File: config.mk
export PLATFORM = sky130hd
export DESIGN_NAME = regfile_arbiter
export DESIGN_NICKNAME = d
export VERILOG_FILES = /design/src/rtl/regfile_arbiter.sv
export SDC_FILE = /design/constraint.sdc
export NUM_CORES = 1
export LEC_CHECK = 0
export CELL_PAD_IN_SITES_DETAIL_PLACEMENT = 0
export CELL_PAD_IN_SITES_GLOBAL_PLACEMENT = 2
export CORE_MARGIN = 10
export CORE_UTILIZATION = 40
export DETAILED_ROUTE_END_ITERATION = 6
export DONT_BUFFER_PORTS = 1
export PLACE_DENSITY_LB_ADDON = 0.1
export SYNTH_ARGS = -nofsm -noshare
export SYNTH_HDL_FRONTEND = slang
export SYNTH_SLANG_ARGS = --single-unit
export TNS_END_PERCENT = 30
File: constraint.sdc
create_clock -name clk -period 10.1 [get_ports clk]
set_input_delay 1.01 -clock clk [delete_from_list [all_inputs] [get_ports clk]]
set_output_delay 1.01 -clock clk [all_outputs]
set_load 0.02 [all_outputs]
File: src/rtl/regfile_arbiter.sv
// -----------------------------------------------------------------------------
// regfile_arbiter
//
// Purpose:
//   Shares one register file (two combinational read ports, one write port)
//   between two requesters. A request is accepted in IDLE, its operation is
//   presented to the register file for exactly one ACCESS cycle, and the
//   owning requester receives a one-cycle completion pulse in RESP.
//   One transaction completes every three cycles.
//
//   Selection is round-robin by default: a lone valid requester is always
//   granted, and a tie goes to the requester that was not granted last.
//   Defining REGFILE_ARB_FIXED_PRIO_EN switches to fixed priority, where
//   requester 0 always wins a tie and no last-grant history is kept.
//
//   Writes to index 0 complete normally (rsp_valid still pulses) but never
//   raise rf_write_enable, so register 0 stays constant.
//
// Parameters:
//   WIDTH  data width
//   DEPTH  index width (2**DEPTH registers)
//
// Ports:
//   clk              rising-edge clock
//   reset            asynchronous, active-high reset
//   req_valid[1:0]   per-requester request valid
//   req_write[1:0]   per-requester op (1 = write, 0 = read)
//   req_idx_a        per-requester read index 1 / write index, DEPTH bits each
//   req_idx_b        per-requester read index 2, DEPTH bits each
//   req_wdata        per-requester write data, WIDTH bits each
//   req_ready[1:0]   combinational accept strobe
//   rsp_valid[1:0]   one-cycle completion pulse for the granted requester
//   rsp_data_a/b     read data of the most recently completed read
//   rf_read_enable   drives both register-file read enables
//   rf_read_index_1/2, rf_read_data_1/2   register-file read ports
//   rf_write_enable, rf_write_index, rf_write_data   register-file write port
// -----------------------------------------------------------------------------
module regfile_arbiter #(
    parameter int WIDTH = 32,
    parameter int DEPTH = 5
) (
    input  logic                 clk,
    input  logic                 reset,
    input  logic [1:0]           req_valid,
    input  logic [1:0]           req_write,
    input  logic [2*DEPTH-1:0]   req_idx_a,
    input  logic [2*DEPTH-1:0]   req_idx_b,
    input  logic [2*WIDTH-1:0]   req_wdata,
    output logic [1:0]           req_ready,
    output logic [1:0]           rsp_valid,
    output logic [WIDTH-1:0]     rsp_data_a,
    output logic [WIDTH-1:0]     rsp_data_b,
    output logic                 rf_read_enable,
    output logic [DEPTH-1:0]     rf_read_index_1,
    output logic [DEPTH-1:0]     rf_read_index_2,
    input  logic [WIDTH-1:0]     rf_read_data_1,
    input  logic [WIDTH-1:0]     rf_read_data_2,
    output logic                 rf_write_enable,
    output logic [DEPTH-1:0]     rf_write_index,
    output logic [WIDTH-1:0]     rf_write_data
);

    typedef enum logic [1:0] {
        IDLE   = 2'd0,
        ACCESS = 2'd1,
        RESP   = 2'd2
    } state_t;

    state_t state_q, state_d;

    // Transaction context captured on accept
    logic             grant_q, grant_d;
    logic             op_write_q, op_write_d;
    logic [DEPTH-1:0] idx_a_q, idx_a_d;
    logic [DEPTH-1:0] idx_b_q, idx_b_d;
    logic [WIDTH-1:0] wdata_q, wdata_d;

    // Response data, held until the next read completes
    logic [WIDTH-1:0] rsp_data_a_q, rsp_data_a_d;
    logic [WIDTH-1:0] rsp_data_b_q, rsp_data_b_d;

`ifndef REGFILE_ARB_FIXED_PRIO_EN
    // Requester granted most recently; reset to 1 so requester 0 wins the first tie
    logic last_grant_q, last_grant_d;
`endif

    logic sel;     // requester chosen this cycle
    logic accept;  // a request is taken on the coming edge

    // -------------------------------------------------------------------------
    // Requester selection
    // -------------------------------------------------------------------------
    always_comb begin
        sel = 1'b0;
        case (req_valid)
            2'b01:   sel = 1'b0;
            2'b10:   sel = 1'b1;
            2'b11: begin
`ifdef REGFILE_ARB_FIXED_PRIO_EN
                sel = 1'b0;
`else
                sel = ~last_grant_q;
`endif
            end
            default: sel = 1'b0;
        endcase
    end

    // Ready is only offered in IDLE; reset masks it immediately so nothing
    // can be taken while reset is held.
    always_comb begin
        req_ready = 2'b00;
        if ((state_q == IDLE) && !reset && req_valid[sel]) begin
            req_ready[sel] = 1'b1;
        end
        accept = |req_ready;
    end

    // -------------------------------------------------------------------------
    // Next-state and context capture
    // -------------------------------------------------------------------------
    always_comb begin
        state_d      = state_q;
        grant_d      = grant_q;
        op_write_d   = op_write_q;
        idx_a_d      = idx_a_q;
        idx_b_d      = idx_b_q;
        wdata_d      = wdata_q;
        rsp_data_a_d = rsp_data_a_q;
        rsp_data_b_d = rsp_data_b_q;
`ifndef REGFILE_ARB_FIXED_PRIO_EN
        last_grant_d = last_grant_q;
`endif

        case (state_q)
            IDLE: begin
                if (accept) begin
                    state_d    = ACCESS;
                    grant_d    = sel;
                    op_write_d = req_write[sel];
                    idx_a_d    = sel ? req_idx_a[DEPTH +: DEPTH] : req_idx_a[0 +: DEPTH];
                    idx_b_d    = sel ? req_idx_b[DEPTH +: DEPTH] : req_idx_b[0 +: DEPTH];
                    wdata_d    = sel ? req_wdata[WIDTH +: WIDTH] : req_wdata[0 +: WIDTH];
`ifndef REGFILE_ARB_FIXED_PRIO_EN
                    last_grant_d = sel;
`endif
                end
            end
            ACCESS: begin
                state_d = RESP;
                // Read data is combinational from the register file and is
                // captured on the edge that closes ACCESS.
                if (!op_write_q) begin
                    rsp_data_a_d = rf_read_data_1;
                    rsp_data_b_d = rf_read_data_2;
                end
            end
            RESP: begin
                state_d = IDLE;
            end
            default: begin
                state_d = IDLE;
            end
        endcase
    end

    // -------------------------------------------------------------------------
    // Register-file and response outputs (all zero outside ACCESS / RESP)
    // -------------------------------------------------------------------------
    always_comb begin
        rf_read_enable  = 1'b0;
        rf_read_index_1 = '0;
        rf_read_index_2 = '0;
        rf_write_enable = 1'b0;
        rf_write_index  = '0;
        rf_write_data   = '0;
        rsp_valid       = 2'b00;

        if (state_q == ACCESS) begin
            if (op_write_q) begin
                // Register 0 is constant: the write completes but is not issued.
                rf_write_enable = |idx_a_q;
                rf_write_index  = idx_a_q;
                rf_write_data   = wdata_q;
            end else begin
                rf_read_enable  = 1'b1;
                rf_read_index_1 = idx_a_q;
                rf_read_index_2 = idx_b_q;
            end
        end

        if (state_q == RESP) begin
            rsp_valid[grant_q] = 1'b1;
        end
    end

    assign rsp_data_a = rsp_data_a_q;
    assign rsp_data_b = rsp_data_b_q;

    // -------------------------------------------------------------------------
    // Control state: asynchronous reset drops any transaction in flight
    // -------------------------------------------------------------------------
    always_ff @(posedge clk or posedge reset) begin
        if (reset) begin
            state_q      <= IDLE;
            grant_q      <= 1'b0;
            rsp_data_a_q <= '0;
            rsp_data_b_q <= '0;
`ifndef REGFILE_ARB_FIXED_PRIO_EN
            last_grant_q <= 1'b1;
`endif
        end else begin
            state_q      <= state_d;
            grant_q      <= grant_d;
            rsp_data_a_q <= rsp_data_a_d;
            rsp_data_b_q <= rsp_data_b_d;
`ifndef REGFILE_ARB_FIXED_PRIO_EN
            last_grant_q <= last_grant_d;
`endif
        end
    end

    // -------------------------------------------------------------------------
    // Transaction payload: only consumed in ACCESS, so it needs no reset
    // -------------------------------------------------------------------------
    always_ff @(posedge clk) begin
        op_write_q <= op_write_d;
        idx_a_q    <= idx_a_d;
        idx_b_q    <= idx_b_d;
        wdata_q    <= wdata_d;
    end

endmodule

==> results of run 1 <==
==> power breakdown <==
part	internal [mW]	switching (mW)
registers	0.584	0.196
clock network	0.180	0.158
logic	0.0889	0.0768
==> kinds of logic (layout without fill, tap and decap cells) <==
kind of cell,after synthesis,in the layout
buf+inv,22,21
compound gates,2,2
flops,111,111
mux,109,109
simple gates,59,59
==> cells in the final DEF, fill, tap and decap left out <==
cell type / Yosys / final
clkbuf_8: 0 / 2
mux2_2: 70 / 70
dfrtp_1: 67 / 67
and2b_4: 0 / 1
nand2_1: 1 / 1
clkbuf_16: 0 / 9
edfxtp_1: 43 / 43
a21boi_4: 0 / 1
nor3b_1: 1 / 1
and3_1: 37 / 37
mux2_1: 39 / 39
buf_4: 0 / 5
and2_1: 11 / 11
nor2b_2: 1 / 1
dfstp_2: 1 / 1
clkinv_2: 0 / 1
and3b_1: 1 / 1
nor4_2: 1 / 2
clkinv_4: 0 / 3
nor2b_1: 1 / 1
a21oi_1: 1 / 1
nor3_1: 1 / 1
nor2_1: 2 / 2
inv_2: 0 / 1
==> path summary, 6_finish.rpt <==
check,endpoint
hold / removal,state_q[0]$_DFFE_PP0P_
hold reg to reg,grant_q$_DFFE_PP0P_
setup reg to reg,rsp_data_a[3]$_DFFE_PP0P_
setup / recovery,rf_read_enable
min in group clk,grant_q$_DFFE_PP0P_
max in group asynchronous,rsp_data_a[18]$_DFFE_PP0P_
==> flip-flops by register name, summed over array words and instances, names as in the netlist <==
name / cells
grant_q: 1
last_grant_q: 1
rsp_data_a: 32
state_q: 2
rsp_data_b: 32
idx_b_q: 5
op_write_q: 1
idx_a_q: 5
wdata_q: 32
==> routing by layer <==
metal / track usage / up-vias / part of all wire
met2: 0.234 / 160 / 0.49
met4: 0.0562 / 0 / 0.014
met3: 0.0969 / 11 / 0.16
met5: 0 / - / 0
li1: - / 1103 / -
met1: 0.131 / 1170 / 0.33
==> worst max-delay path, delay by kind of cell, from the launching register on <==
kind                   cells  cell delay [ps]
AND/OR/NAND/NOR            1              460
flip-flops                 1              760
buffers and inverters      1              680
==> metrics by stage <==
step / total power, mW / hold WS, ps / utilization / instances
floorplan: 0.904 / 497 / - / 303
global route: 1.35 / 391 / 0.446 / 445
finish: 1.28 / 402 / 0.446 / 445
detailed placement: 0.966 / 537 / 0.421 / 430
global placement: 0.961 / 528 / 0.421 / 430
CTS: 1.31 / 388 / 0.446 / 445
==> area by class of cell <==
type / instances / area, um2
clock buffers: 11 / 253
clock inverters: 4 / 31.3
fillers: 1037 / 6380
inverters: 1 / 3.75
multi-input cells: 170 / 1630
flip-flops and latches: 111 / 2990
well taps: 143 / 179
repair buffers: 5 / 37.5
==> results.json, run 1 <==
{
  "status": "complete, no violations",
  "ys_ff_latch": 111,
  "cellPowerDensity_nw_per_um2": 250,
  "io_buffers": 0,
  "htree_levels": 3,
  "cts_made_buffers": 9,
  "tns_ps": 0,
  "dp_hpwl_um": 9350,
  "yosys.area_share.xor_xnor": 0,
  "overflow": 0,
  "crit_required_ps": 9090,
  "synth_most_common_cell": "mux2_2",
  "startpoint_type": "flop",
  "finalCriticalPeriod_ps": 3270,
  "final_max_slew_viol_count": 0,
  "synth_edf_count": 43,
  "worstSetupPathType": "flop to output pin",
  "ios": 271,
  "clk_pin_slew_worst_paths_ps": 70,
  "cts_hold_buf": 0,
  "ys_async_sr_fraction": 0.613,
  "max-slew-margin-rel": 0.373,
  "reg2reg_depth": 3,
  "grt_pass1_vias": 2744,
  "vias": 2444,
  "synth_top_family_by_area": "multiplexers",
  "syn_area_per_cell_um2": 15.6,
  "r2r-start": "op_write_q$_DFFE_PP_",
  "cts_resized": 0,
  "timing.fmax_mhz": 306,
  "worstSetupStartpoint": "op_write_q$_DFFE_PP_",
  "drtIter0Drc": 109,
  "start_util": 0.412,
  "die-area_um2": 16600,
  "dr.pass1.iters": 4,
  "finalHoldViolCount": 0,
  "synthCells": 303,
  "wl_um": 12100,
  "slowest_stage": "edfxtp_1",
  "synth_area_um2": 4740,
  "n_antenna_cell": 0,
  "tightest_slew_ps": 939,
  "core-area_um2": 11500,
  "cts_sinks": 111,
  "finalCritPeriodShare": 0.324,
  "rows": 39,
  "cts_buffer_depth": 2,
  "r2r_slack_ps": 7620,
  "syn2layout_area_growth_pct": 8.29,
  "arrival_ps": 2260,
  "synthMuxAreaShare": 0.259,
  "ant_nets": 0,
  "drc": 0,
  "min_path_type": "input port to asynchronous set/reset pin",
  "ys_seq_area_frac": 0.632,
  "slowest_delay_ps": 760,
  "clock_skew_ps": 7.93,
  "grtUsageTotal": 0.140,
  "antenna_found_initial": 0,
  "ys_top_cells_by_area": "dfrtp_1 (35%), edfxtp_1 (27%), mux2_2 (17%), mux2_1 (9.3%), and3_1 (4.9%)",
  "rsz0062_at_grt": "no",
  "ys_types": 23,
  "cts_root_buf": "clkbuf_16",
  "synth_top_area_cell": "dfrtp_1",
  "place_ws_ps": 7120,
  "ys.flop_type": "dfrtp_1",
  "vias_per_cell": 5.49,
  "grt_max_degree": 66,
  "dpl_cell_area_um2": 4850,
  "drive_gt1_frac": 0.321,
  "synth_compound_area_frac": 0.00264,
  "grt_pass1_wl_um": 17400,
  "fin_ws_ps": 6830,
  "die_h_um": 129,
  "clk_latency_ps": 350,
  "synth-simple-area-share": 0.0789,
  "path_max_fanout": 65,
  "p_leak_nw": 2.10,
  "crit_chain": "and2b_4 > buf_4",
  "synthAdderAreaFrac": 0,
  "final_cell_area_um2": 5130,
  "cts_setup_buffers": 0,
  "die_x_um": 129,
  "yosysTopAreaCellShare": 0.354,
  "drv_cap": 0,
  "wl_per_cell_um": 27.3,
  "fin_nets": 452,
  "setup_viol": 0,
  "gp_congestion": 0.704,
  "cts_tree": "yes",
  "vdd_drop_max_mv": 0.0737,
  "ys.warnings.count": 0,
  "synthTopCellsByCount": "mux2_2 (70), dfrtp_1 (67), edfxtp_1 (43), mux2_1 (39), and3_1 (37)",
  "synth_fp_nets": 457,
  "cp-end-kind": "output pin"
}
No activity file was read; power rests on OpenSTA's default activity.
==> run 2: changes to the inputs <==
Settings changed: CORE_UTILIZATION 40 to 39.
Clock period 10.1 ns to 3.2 ns, I/O delays scaled along.
==> run 2 against run 1 <==
Against the previous run:
- first-iteration DRC count is 46% lower
- worst hold slack worse by 330 ps
- sequential cell count stayed put
- setup slack worse by 6000 ps
- die area is 2.2% higher
- total power grew to 3.2 times the previous value
- sequential power grew to 3.1 times the previous value
- register-to-register slack worse by 6600 ps
- design area is 1.1% higher
- critical path type unchanged
- highest routed layer unchanged
==> results.json, run 2 (synthesis results as in run 1) <==
{
  "power.internal_mw": 2.74,
  "clk_pin_slew_worst_paths_ps": 70,
  "wl_met2_um": 5790,
  "htree_levels": 3,
  "syn2layout_area_growth_pct": 9.45,
  "finalHoldViolCount": 0,
  "worstSetupPathType": "flop to output pin",
  "grt_pass1_vias": 2626,
  "grt_pass1_wl_um": 16200,
  "final_max_slew_viol_count": 0,
  "die_h_um": 130,
  "final_cell_mix": "mux2_2 (70), dfrtp_1 (67), edfxtp_1 (43)",
  "rsz0062_at_grt": "no",
  "cts_buffer_depth": 2,
  "vdd_drop_max_mv": 0.246,
  "cp-end-kind": "output pin",
  "wl_per_cell_um": 25.9,
  "arrival_ps": 2020,
  "gp_congestion": 0.722,
  "ant_nets": 0,
  "min_path_type": "input port to flop",
  "crit_required_ps": 2880,
  "fin_ws_ps": 858,
  "dp_hpwl_um": 9140,
  "start_util": 0.396,
  "layoutNonFillerInstCount": 452,
  "cts_resized": 0,
  "clock_skew_ps": 3.13,
  "tightest_slew_ps": 865,
  "die-area_um2": 17000,
  "top_layer": "met4",
  "dr.pass1.iters": 3,
  "tns_ps": 0,
  "n_antenna_cell": 0,
  "core-area_um2": 12000,
  "overflow": 0,
  "cts_sinks": 111,
  "p_leak_nw": 2.12,
  "wl_um": 11700,
  "antenna_found_initial": 0,
  "path_max_fanout": 40,
  "cts_setup_buffers": 0,
  "rows": 40,
  "max-slew-margin-rel": 0.422,
  "cts_hold_buf": 1,
  "vias": 2467,
  "wl_met1_um": 3760,
  "netSwitchingPower_mw": 1.33,
  "cts_tree": "yes",
  "dr_wl_met3_um": 2000,
  "die_x_um": 130,
  "clkPwrFrac": 0.267,
  "cts_made_buffers": 9,
  "place_inst": 435,
  "finalCriticalPeriod_ps": 2340,
  "grt_max_degree": 56,
  "layout_commonest_cell": "mux2_2",
  "timing.fmax_mhz": 427,
  "status": "complete, no violations",
  "fin_nets": 454,
  "holdWs_ps": 72.6,
  "postLayoutCoreUtil": 0.434,
  "clk_latency_ps": 340,
  "cts_root_buf": "clkbuf_16",
  "ios": 271,
  "pwr-share-comb": 0.131,
  "finalCritPeriodShare": 0.732,
  "startpoint_type": "flop",
  "drc": 0,
  "cellPowerDensity_nw_per_um2": 785,
  "drive_gt1_frac": 0.325,
  "vias_per_cell": 5.46,
  "drtIter0Drc": 59,
  "drv_cap": 0,
  "setup_viol": 0,
  "grtUsageTotal": 0.129,
  "place_ws_ps": 973,
  "io_buffers": 0,
  "seqPwrFrac": 0.602,
  "switching_share": 0.327
}
==> run 2: through the flow <==
stage / area, um2 / power [mW]
final: 5190 / 4.07
after CTS: 5190 / 4.15
after global placement: 4880 / 3.03
after floorplan: 4750 / 2.85
after global routing: 5190 / 4.28
after detailed placement: 4880 / 3.05
==> run 2: worst paths after layout <==
path / start / cells after the start / slack (ps) / end
worst max-delay path: state_q[0]$_DFFE_PP0P_ / 4 / 860 / rf_read_index_1[2]
worst min-delay path: reset / 1 / 70 / state_q[0]$_DFFE_PP0P_
worst max register to register: state_q[0]$_DFFE_PP0P_ / 5 / 990 / rsp_data_a[9]$_DFFE_PP0P_
worst min register to register: grant_q$_DFFE_PP0P_ / 1 / 540 / grant_q$_DFFE_PP0P_
max in group asynchronous: reset / 3 / 1770 / rsp_data_b[5]$_DFFE_PP0P_
min in group asynchronous: reset / 2 / 490 / state_q[0]$_DFFE_PP0P_
==> run 2: metal layers <==
layer / vias to the layer above / track usage
met5: - / 0
met4: 0 / 0.0536
met3: 11 / 0.0897
met2: 156 / 0.209
met1: 1197 / 0.126
li1: 1103 / -
==> run 2: worst max-delay path, cell delays in order, from the launching register on <==
cell and delay [ps]:
dfrtp_1 440, nor2b_2 170, buf_4 310, and2b_4 430, and2_1 320
==> run 2: power groups by stage <==
stage	logic, mW	registers, mW	clock network, mW
after detailed placement	0.552	2.50	0
after CTS	0.555	2.47	1.13
after floorplan	0.469	2.38	0
final	0.534	2.45	1.09
after global placement	0.532	2.50	0
after global routing	0.596	2.50	1.19
==> run 2: cell type report <==
cell class	count	area (um2)
Timing Repair Buffer	7	67.6
Clock buffer	13	280
Fill cell	1096	6770
Inverter	1	3.75
Clock inverter	3	15.0
Sequential cell	111	2990
Tap cell	147	184
Multi-Input combinational cell	170	1640
==> run 3: changes to the inputs <==
Settings changed: ABC_AREA set to 1, CORE_UTILIZATION 39 to 30.
Clock period 3.2 ns to 2.1 ns, I/O delays scaled along.
==> run 3 against run 2 <==
Against the previous run:
- synthesized area grew 2.6%
- register-to-register slack lost 470 ps
- sequential share of layout area shrank 9.0 points
- highest routed layer unchanged
- core utilization fell by 4.7 points
- clock skew up 2.6 ps
- global-route usage up 0.82 points
==> results.json, run 3 <==
{
  "status": "complete, no violations",
  "rsz0062_at_grt": "no",
  "p_leak_nw": 2.99,
  "synth_most_common_cell": "nand2_1",
  "grt_max_degree": 69,
  "setup_viol": 0,
  "final_max_slew_viol_count": 0,
  "layout_commonest_cell": "nand2_1",
  "grt_pass1_wl_um": 23500,
  "crit_required_ps": 1890,
  "fin_ws_ps": 274,
  "cpMostUsedCell": "nand2_1",
  "drtIter0Drc": 118,
  "path_max_fanout": 44,
  "dr.pass1.iters": 7,
  "drc": 0,
  "startpoint_type": "flop",
  "min_path_type": "input port to flop",
  "synthTopCellsByCount": "nand2_1 (366), dfrtp_1 (67), nor2_1 (52), edfxtp_1 (43), buf_2 (20)",
  "fin_nets": 809,
  "ys_top_cells_by_area": "dfrtp_1 (34%), nand2_1 (28%), edfxtp_1 (27%), nor2_1 (4.0%), buf_2 (2.1%)",
  "ys.warnings.count": 0,
  "finalHoldViolCount": 0,
  "drv_cap": 0,
  "vias_per_cell": 4.43,
  "synth_area_um2": 4860,
  "cts_tree": "yes",
  "antenna_found_initial": 0,
  "clk_pin_slew_worst_paths_ps": 70,
  "num-fill-cells": 1625,
  "syn2layout_area_growth_pct": 26.3,
  "htree_levels": 3,
  "cp-end-kind": "output pin",
  "core-area_um2": 15900,
  "clock_skew_ps": 5.75,
  "die_x_um": 147,
  "finalCriticalPeriod_ps": 1830,
  "cts_sinks": 111,
  "ant_nets": 0,
  "grt_pass1_vias": 4116,
  "cts_setup_buffers": 0,
  "finalCritPeriodShare": 0.869,
  "synth_top_area_cell": "dfrtp_1",
  "final_cell_mix": "nand2_1 (366), dfrtp_1 (67), dlygate4sd3_1 (64)",
  "max-slew-margin-rel": 0.422,
  "cellPowerDensity_nw_per_um2": 1040,
  "slowest_delay_ps": 530,
  "syn_area_per_cell_um2": 8.33,
  "tightest_slew_ps": 868,
  "ys_async_sr_fraction": 0.613,
  "synth_fp_nets": 738,
  "overflow": 0,
  "start_util": 0.306,
  "ys_ff_latch": 111,
  "die_h_um": 147,
  "ios": 271,
  "holdWs_ps": 49.4,
  "synthCells": 584,
  "wl_um": 15200,
  "n_antenna_cell": 0,
  "cts_root_buf": "clkbuf_16",
  "ys.flop_type": "dfrtp_1",
  "place_ws_ps": 489,
  "synth_edf_count": 43,
  "vias": 3880,
  "cts_made_buffers": 9,
  "worstSetupPathType": "flop to output pin",
  "grtUsageTotal": 0.137,
  "timing.fmax_mhz": 548,
  "arrival_ps": 1620,
  "slowest_stage": "dfstp_2",
  "clk_latency_ps": 340,
  "crit_chain": "nand2_1 > nand2_1 > inv_4 > nor2_1 > buf_4",
  "die-area_um2": 21700,
  "ys_seq_area_frac": 0.615,
  "wl_per_cell_um": 17.4,
  "rows": 46,
  "gp_congestion": 0.757,
  "yosysTopAreaCellShare": 0.345,
  "vdd_drop_max_mv": 0.356,
  "ys_types": 17,
  "io_buffers": 0,
  "cts_buffer_depth": 2,
  "dp_hpwl_um": 11300,
  "drive_gt1_frac": 0.0788
}
## run 3: cell types whose count changed in the layout (fill, tap and decap cells not counted), sizes merged, moves of 3 or more
cell	previous run	this run
clkinvlp	0	3
nand2	1	368
nor2	2	53
mux2	109	0
clkbuf	13	10
inv	1	19
dlygate4sd3	1	64
and2	11	0
buf	6	26
and3	37	0
## run 3: kinds of logic after synthesis
group | share of synthesized area
DFF | 0.615
and+or+nand+nor | 0.332
buffers and inverters | 0.0522
## run 3: stage by stage
stage	area (um2)	setup TNS, ps	cells	utilization	power, mW
5_1_grt	6140	0	876	0.387	6.81
6_report	6140	0	876	0.387	6.39
3_3_place_gp	5200	0	796	0.328	4.65
4_1_cts	6140	0	876	0.387	6.52
2_1_floorplan	4880	-18080	584	-	4.31
3_5_place_dp	5200	0	796	0.328	4.69
## run 3: critical path: cells and delay by family, from the launching register on
family / cells / cell delay, ps
buffers and inverters: 2 / 350
AND/OR/NAND/NOR: 3 / 400
flip-flops: 1 / 530
## run 3: final cells by class
| type | instances | area, um2 | area share |
|---|---|---|---|
| flip-flops and latches | 111 | 2990 | 0.487 |
| repair buffers | 90 | 873 | 0.142 |
| multi-input cells | 426 | 1630 | 0.266 |
| inverters | 17 | 73.8 | 0.0120 |
| clock buffers | 10 | 250 | 0.0407 |
| clock inverters | 6 | 47.5 | 0.00774 |
| well taps | 216 | 270 | 0.0440 |
## run 3: report_power, final
| group | switching, mW | internal (mW) |
|---|---|---|
| Combinational | 0.621 | 0.371 |
| Clock | 0.808 | 0.894 |
| Sequential | 0.912 | 2.79 |
## run 3: what timing repair did
action                                 CTS  global route
setup endpoints to repair                0             1
endpoints found under the hold margin   64             0
hold buffers                            64             0
resized for setup                        0             2
## run 3: final timing paths
path,startpoint,to,slack (ps),cells past startpoint
max,last_grant_q$_DFFE_PP1P_,req_ready[0],270,5
min,req_wdata[36],wdata_q[4]$_DFFE_PP_,50,2
max reg2reg,state_q[0]$_DFFE_PP0P_,wdata_q[24]$_DFFE_PP_,520,4
min reg2reg,last_grant_q$_DFFE_PP1P_,last_grant_q$_DFFE_PP1P_,470,2
max in group asynchronous,reset,rsp_data_a[0]$_DFFE_PP0P_,1450,2
min in group asynchronous,reset,rsp_data_a[10]$_DFFE_PP0P_,100,2
## run 3: layer usage
metal	up-vias	GRT usage	part of all wire
met4	0	0.0486	0.016
met1	1780	0.158	0.40
met2	173	0.222	0.47
met5	-	0	0
li1	1912	-	-
met3	15	0.0614	0.10
